**src/rtl/bos_power_sequencer.sv**
```systemverilog
// bos_power_sequencer
//   Command-driven power sequencer for the BOS board supplies. It brings up
//   vcore, then vdigital, then the level-translator enable (functional), and
//   takes them down in reverse order. Each step waits a programmable settle
//   time. An external fault drops every rail at once. A one-byte status can
//   be read back through the have_msg/rdreq interface.
//
// Ports
//   clk, n_rst         clock, asynchronous active-low reset
//   master_data[7:0]   command byte, decoded while cmd_valid=1
//                      (0x01 up, 0x02 down, 0x03 clear fault, 0x04 status)
//   cmd_valid          one-cycle command strobe
//   fault_in           asynchronous fault input, active high
//   rdreq              readback request
//   have_msg, len      a status byte is waiting (len is 0 or 1)
//   slave_data[7:0]    status byte {fault, reject, bad_cmd, pwr_good, state[3:0]}
//   off_vcore_fpga, off_vdigital_fpga, functional
//                      rail enables (1 = on)
//   pwr_good, busy     in ON / in any UP_* or DOWN_* state
module bos_power_sequencer #(
  parameter int T_VCORE = 1000,
  parameter int T_VDIG  = 1000,
  parameter int T_FUNC  = 100,
  parameter int CNT_W   = 16
) (
  input  logic       clk,
  input  logic       n_rst,
  input  logic [7:0] master_data,
  input  logic       cmd_valid,
  input  logic       fault_in,
  input  logic       rdreq,
  output logic       have_msg,
  output logic [7:0] slave_data,
  output logic [7:0] len,
  output logic       off_vcore_fpga,
  output logic       off_vdigital_fpga,
  output logic       functional,
  output logic       pwr_good,
  output logic       busy
);

  typedef enum logic [3:0] {
    S_OFF        = 4'd0,
    S_UP_VCORE   = 4'd1,
    S_UP_VDIG    = 4'd2,
    S_UP_FUNC    = 4'd3,
    S_ON         = 4'd4,
    S_DOWN_FUNC  = 4'd5,
    S_DOWN_VDIG  = 4'd6,
    S_DOWN_VCORE = 4'd7,
    S_FAULT      = 4'd8
  } state_t;

  // The counter is loaded with T-1 so a wait state lasts exactly T cycles.
  localparam logic [CNT_W-1:0] LD_VCORE = CNT_W'(T_VCORE - 1);
  localparam logic [CNT_W-1:0] LD_VDIG  = CNT_W'(T_VDIG - 1);
  localparam logic [CNT_W-1:0] LD_FUNC  = CNT_W'(T_FUNC - 1);

  state_t           state_q, state_d;
  logic [CNT_W-1:0] cnt_q, cnt_d;
  logic             fault_s1_q, fault_s1_d;
  logic             fault_s2_q, fault_s2_d;
  logic             fault_sticky_q, fault_sticky_d;
  logic             reject_q, reject_d;
  logic             bad_cmd_q, bad_cmd_d;
  logic             have_msg_q, have_msg_d;
  logic [7:0]       hold_q, hold_d;
  logic             vcore_q, vcore_d;
  logic             vdig_q, vdig_d;
  logic             func_q, func_d;
  logic             pwr_good_q, pwr_good_d;
  logic             busy_q, busy_d;

  logic cmd_up, cmd_down, cmd_clear, cmd_status, cmd_bad, set_reject, cnt_zero;

  always_comb begin
    cmd_up     = cmd_valid && (master_data == 8'h01);
    cmd_down   = cmd_valid && (master_data == 8'h02);
    cmd_clear  = cmd_valid && (master_data == 8'h03);
    cmd_status = cmd_valid && (master_data == 8'h04);
    cmd_bad    = cmd_valid && !(master_data inside {8'h01, 8'h02, 8'h03, 8'h04});
    cnt_zero   = (cnt_q == '0);

    fault_s1_d     = fault_in;
    fault_s2_d     = fault_s1_q;
    state_d        = state_q;
    cnt_d          = cnt_zero ? cnt_q : cnt_q - CNT_W'(1);
    fault_sticky_d = fault_sticky_q;
    set_reject     = 1'b0;

    if (fault_s2_q) begin
      // Synchronised fault overrides any command arriving in the same cycle.
      state_d        = S_FAULT;
      fault_sticky_d = 1'b1;
    end else begin
      unique case (state_q)
        S_OFF: begin
          if (cmd_up) begin
            state_d = S_UP_VCORE;
            cnt_d   = LD_VCORE;
          end else if (cmd_down) begin
            set_reject = 1'b1;
          end
        end
        // A power-down during ramp-up reverses at the current level.
        S_UP_VCORE: begin
          if (cmd_down) begin
            state_d = S_DOWN_VCORE;
            cnt_d   = LD_VCORE;
          end else if (cnt_zero) begin
            state_d = S_UP_VDIG;
            cnt_d   = LD_VDIG;
          end
        end
        S_UP_VDIG: begin
          if (cmd_down) begin
            state_d = S_DOWN_VDIG;
            cnt_d   = LD_VDIG;
          end else if (cnt_zero) begin
            state_d = S_UP_FUNC;
            cnt_d   = LD_FUNC;
          end
        end
        S_UP_FUNC: begin
          if (cmd_down) begin
            state_d = S_DOWN_FUNC;
            cnt_d   = LD_FUNC;
          end else if (cnt_zero) begin
            state_d = S_ON;
          end
        end
        S_ON: begin
          if (cmd_down) begin
            state_d = S_DOWN_FUNC;
            cnt_d   = LD_FUNC;
          end else if (cmd_up) begin
            set_reject = 1'b1;
          end
        end
        S_DOWN_FUNC: begin
          set_reject = cmd_up || cmd_down;
          if (cnt_zero) begin
            state_d = S_DOWN_VDIG;
            cnt_d   = LD_VDIG;
          end
        end
        S_DOWN_VDIG: begin
          set_reject = cmd_up || cmd_down;
          if (cnt_zero) begin
            state_d = S_DOWN_VCORE;
            cnt_d   = LD_VCORE;
          end
        end
        S_DOWN_VCORE: begin
          set_reject = cmd_up || cmd_down;
          if (cnt_zero) state_d = S_OFF;
        end
        S_FAULT: begin
          set_reject = cmd_up || cmd_down;
          // Only reached with the synchronised fault low.
          if (cmd_clear) begin
            state_d        = S_OFF;
            fault_sticky_d = 1'b0;
          end
        end
        default: state_d = S_OFF;
      endcase
    end

    // Rails are decoded from the next state so they move with the state.
    vcore_d    = state_d inside {S_UP_VCORE, S_UP_VDIG, S_UP_FUNC, S_ON,
                                 S_DOWN_FUNC, S_DOWN_VDIG};
    vdig_d     = state_d inside {S_UP_VDIG, S_UP_FUNC, S_ON, S_DOWN_FUNC};
    func_d     = state_d inside {S_UP_FUNC, S_ON};
    pwr_good_d = (state_d == S_ON);
    busy_d     = state_d inside {S_UP_VCORE, S_UP_VDIG, S_UP_FUNC,
                                 S_DOWN_FUNC, S_DOWN_VDIG, S_DOWN_VCORE};

    // Reading status clears the sticky reject/bad_cmd flags; a new set wins.
    reject_d  = set_reject ? 1'b1 : (cmd_status ? 1'b0 : reject_q);
    bad_cmd_d = cmd_bad    ? 1'b1 : (cmd_status ? 1'b0 : bad_cmd_q);

    hold_d     = hold_q;
    have_msg_d = have_msg_q;
    if (cmd_status) begin
      hold_d     = {fault_sticky_q, reject_q, bad_cmd_q, pwr_good_q, state_q};
      have_msg_d = 1'b1;
    end else if (rdreq && have_msg_q) begin
      have_msg_d = 1'b0;
    end
  end

  always_ff @(posedge clk or negedge n_rst) begin
    if (!n_rst) begin
      state_q        <= S_OFF;
      cnt_q          <= '0;
      fault_s1_q     <= 1'b0;
      fault_s2_q     <= 1'b0;
      fault_sticky_q <= 1'b0;
      reject_q       <= 1'b0;
      bad_cmd_q      <= 1'b0;
      have_msg_q     <= 1'b0;
      hold_q         <= '0;
      vcore_q        <= 1'b0;
      vdig_q         <= 1'b0;
      func_q         <= 1'b0;
      pwr_good_q     <= 1'b0;
      busy_q         <= 1'b0;
    end else begin
      state_q        <= state_d;
      cnt_q          <= cnt_d;
      fault_s1_q     <= fault_s1_d;
      fault_s2_q     <= fault_s2_d;
      fault_sticky_q <= fault_sticky_d;
      reject_q       <= reject_d;
      bad_cmd_q      <= bad_cmd_d;
      have_msg_q     <= have_msg_d;
      hold_q         <= hold_d;
      vcore_q        <= vcore_d;
      vdig_q         <= vdig_d;
      func_q         <= func_d;
      pwr_good_q     <= pwr_good_d;
      busy_q         <= busy_d;
    end
  end

  assign have_msg          = have_msg_q;
  assign len               = {7'd0, have_msg_q};
  assign slave_data        = have_msg_q ? hold_q : 8'h00;
  assign off_vcore_fpga    = vcore_q;
  assign off_vdigital_fpga = vdig_q;
  assign functional        = func_q;
  assign pwr_good          = pwr_good_q;
  assign busy              = busy_q;

endmodule

```
**config.mk**
```make
export PLATFORM = sky130hd
export DESIGN_NAME = bos_power_sequencer
export DESIGN_NICKNAME = d
export VERILOG_FILES = /design/src/rtl/bos_power_sequencer.sv
export SDC_FILE = /design/constraint.sdc
export NUM_CORES = 1
export LEC_CHECK = 0
export BUFFER_PORTS_ARGS = -buffer_cell sky130_fd_sc_hd__buf_2
export CORE_MARGIN = 2
export CORE_UTILIZATION = 49
export CTS_CLUSTER_SIZE = 24
export DETAILED_ROUTE_END_ITERATION = 6
export GPL_TIMING_DRIVEN = 0
export PLACE_DENSITY = 0.77
export SLEW_MARGIN = 20
export SYNTH_ARGS = -nofsm -noshare
export SYNTH_HDL_FRONTEND = slang
export SYNTH_SLANG_ARGS = --single-unit
```
**constraint.sdc**
```tcl
create_clock -name clk -period 5 [get_ports clk]
set_input_delay 0.5 -clock clk [delete_from_list [all_inputs] [get_ports clk]]
set_output_delay 0.5 -clock clk [all_outputs]
set_load 0.1 [all_outputs]
```
==> flow_summary_export.csv <==
group,metric,value,unit
worst_setup_path,path_max_fanout,8,
placed_design,place_ws,2.16,ns
clock_network,clock_latency,0.30,ns
hold_path,hold_path.class,"primary input to asynchronous set/reset pin",
timing,tightest_slew,0.832,ns
power_and_ir_drop,switching_share,0.320,
logic_synthesis,yosys_warnings,0,
clock_network,cts_tree,"done",
placed_design,place_area,0.00259,mm²
power_and_ir_drop,power_switching,239,µW
global_routing,grt_max_degree,40,
finish,fillers,424,
worst_setup_path,crit_type,"flop to flop",
power_and_ir_drop,comb_power_share,0.176,
logic_synthesis,ys_ff_latch,39,
timing,setup_viol,0,
finish,reg.largest.list,"cnt_q x16, hold_q x8, state_q x4",
route,dr_total_vias,1952,
route,topRoutingLayerUsed,"met4",
floorplanning,die_w,73.5,µm
floorplanning,rows,25,
timing,slew_headroom,0.445,
clock_network,cts_hold_buffers,0,
worst_setup_path,cp.arrival,3.07,ns
timing,setup_slack,2.12,ns
logic_synthesis,synth.avg_cell_area,9.42,µm²
clock_network,cts-buffers-inserted,5,
global_routing,grt_usage,0.207,
floorplanning,design.core.area,0.00469,mm²
logic_synthesis,synth_cell_types,54,
placed_design,place_hpwl,3580,µm
logic_synthesis,async_flop_share,1.00,
clock_network,cts_buffer_depth,2,
route,via_per_inst,5.64,
timing,report.final.slew_viol_count,0,
timing,fin_setup_tns,0,ns
timing,max_freq,0.347,GHz
route,drt.antenna.violating_nets,0,
global_routing,antenna_found_initial,0,
route,drt_pre_antenna_iters,4,
finish,design_area,0.00267,mm²
global_routing,first_global_vias,1899,
clock_network,h-tree-depth,2,
worst_setup_path,start_kind,"flop",
logic_synthesis,synth_edf_count,0,
route,met2RoutedLength,2290,µm
worst_setup_path,crit_start,"cnt_q[0]",
clock_network,cts_resized,0,
power_and_ir_drop,p_leak,1.17,nW
logic_synthesis,synth_area_leader_cell,"dfrtp_1",
finish,num_antenna_cells,0,
logic_synthesis,syn_inst,251,
worst_setup_path,r2r_start,"cnt_q[0]",
worst_setup_path,crit_path_end_kind,"flop",
power_and_ir_drop,p_int,509,µW
clock_network,clock_sinks,39,
route,wl,4920,µm
route,drtIter0Drc,144,
logic_synthesis,syn-cell-area,0.00236,mm²
run_status,status,"complete, no violations",
finish,drive_gt1_frac,0.229,
finish,synthToLayoutAreaGrowth,13.1,%
clock_network,clk_pin_slew_worst_paths,0.07,ns
global_routing,grt_pass1_wl,8670,µm
logic_synthesis,ys_seq_area_frac,0.413,
clock_network,post_cts_buffers,0,
placed_design,gp_congestion,0.963,
logic_synthesis,synth_top_flop_cell,"dfrtp_1",
timing,finClkSkew,0.00425,ns
floorplanning,dieArea,0.00540,mm²
worst_setup_path,crit_required,5.19,ns
power_and_ir_drop,seqPwrFrac,0.550,
timing,rsz0062_at_grt,"no",
power_and_ir_drop,ir_drop,0.219,mV
floorplanning,die_h,73.5,µm
flow_run,cap_violations,0,
power_and_ir_drop,p_per_area,280,mW/mm²
timing,period_minus_slack,2.88,ns
route,m1WireLength,2280,µm
route,wl_met3,262,µm
floorplanning,pin_count,35,
global_routing,overflow,0,
logic_synthesis,synth.area.top_cells,"dfrtp_1 41%, nor2_1 4.3%, o21ai_0 3.4%",
route,wire_per_inst,14.2,µm
finish,final_util,0.570,
logic_synthesis,netlist.area_leader.share,0.413,
timing,fin_crit_sh,0.576,
finish,largest_register,"cnt_q",
finish,fin_nets,306,
finish,largest_reg_flops,16,
clock_network,root_buffer,"clkbuf_8",
power_and_ir_drop,power.share.clock,0.273,
floorplanning,start_util,0.504,
timing,finalHoldViolCount,0,
placed_design,numPortBuffers,27,
route,drc,0,
worst_setup_path,r2r_slack,2.12,ns
placed cells by master, fill, tap and decap left out, types with 3 or more instances in the layout:
cell type  synthesis  layout
nor3_1             7       7
conb_1             1       7
or4_1              4       4
clkbuf_1          12      12
clkbuf_8           0       5
a21oi_1           14      14
nor4_4             3       3
nand2_1            9       9
and2_1            10      10
nor4_1             5       5
nor2_1            27      27
o21ai_0           16      16
o31ai_1            3       3
xnor2_1            6       6
nand3_1            4       4
and3_1             4       4
buf_4              8       8
xor2_1             7       7
clkinv_2           0       3
nand2b_1           7       7
dfrtp_1           39      39
mux2_2             7       7
or3_1             10      10
o41ai_1            4       4
inv_1              7       7
buf_2              0      27
path summary, 6_finish.rpt:
path,endpoint,cells after the start
max reg2reg,functional,9
min,functional,1
min reg2reg,fault_s2_q,0
min in group clk,fault_s1_q,1
max,functional,9
max in group asynchronous,cnt_q[2],1
area by class of cell:
cell class | instances | area [µm²] | share of cell area
Buffer | 20 | 105 | 0.0393
Clock buffer | 5 | 68.8 | 0.0257
Clock inverter | 3 | 15.0 | 0.00562
Inverter | 8 | 30.0 | 0.0112
Multi-Input combinational cell | 190 | 1280 | 0.477
Sequential cell | 39 | 976 | 0.365
Tap cell | 54 | 67.6 | 0.0253
Timing Repair Buffer | 27 | 135 | 0.0505
Yosys cell counts (3+ instances only):
library cell,instances
mux2_2,7
dfrtp_1,39
o31ai_1,3
inv_1,7
nor3_1,7
buf_4,8
nand3_1,4
xor2_1,7
and2_1,10
nand2b_1,7
xnor2_1,6
o41ai_1,4
or3_1,10
clkbuf_1,12
nor4_4,3
and3_1,4
o21ai_0,16
a21oi_1,14
or4_1,4
nor2_1,27
nand2_1,9
nor4_1,5
power groups by stage:
stage | logic (mW) | clock network [mW] | registers, mW
floorplan | 0.108 | 0 | 0.402
global placement | 0.130 | 0 | 0.412
detailed placement | 0.133 | 0 | 0.415
CTS | 0.133 | 0.209 | 0.410
global route | 0.149 | 0.219 | 0.419
finish | 0.132 | 0.205 | 0.412
per-layer routing:
layer | vias to the layer above | track usage
met3 | 9 | 0.0302
li1 | 964 | -
met4 | 0 | 0.105
met5 | - | 0
met2 | 60 | 0.333
met1 | 919 | 0.271
critical path: stages, from the launching register on:
cell,delay [ns]
dfrtp_1,0.42
inv_1,0.08
ha_1,0.22
or3b_2,0.51
nor4_4,0.53
inv_2,0.13
o31a_1,0.35
a22oi_4,0.24
nor4_1,0.08
or2_1,0.21
cell families after synthesis:
group	after synthesis	synth area share
multiplexers	9	0.0471
buffers and inverters	28	0.0571
AO/OA/AOI/OAI	52	0.147
other	1	0.00159
AND/OR/NAND/NOR	107	0.276
XOR/XNOR	13	0.0481
flip-flops	39	0.413
adder cells (fa/ha/maj)	2	0.0106
metrics by stage:
stage          power (mW)  hold WS (ns)  cells
2_1_floorplan       0.510         0.204    257
3_3_place_gp        0.542         0.333    338
3_5_place_dp        0.548         0.340    338
4_1_cts             0.752         0.306    346
5_1_grt             0.787         0.302    346
6_report            0.748         0.296    346
Note: power is estimated with default switching activity, not from simulation.
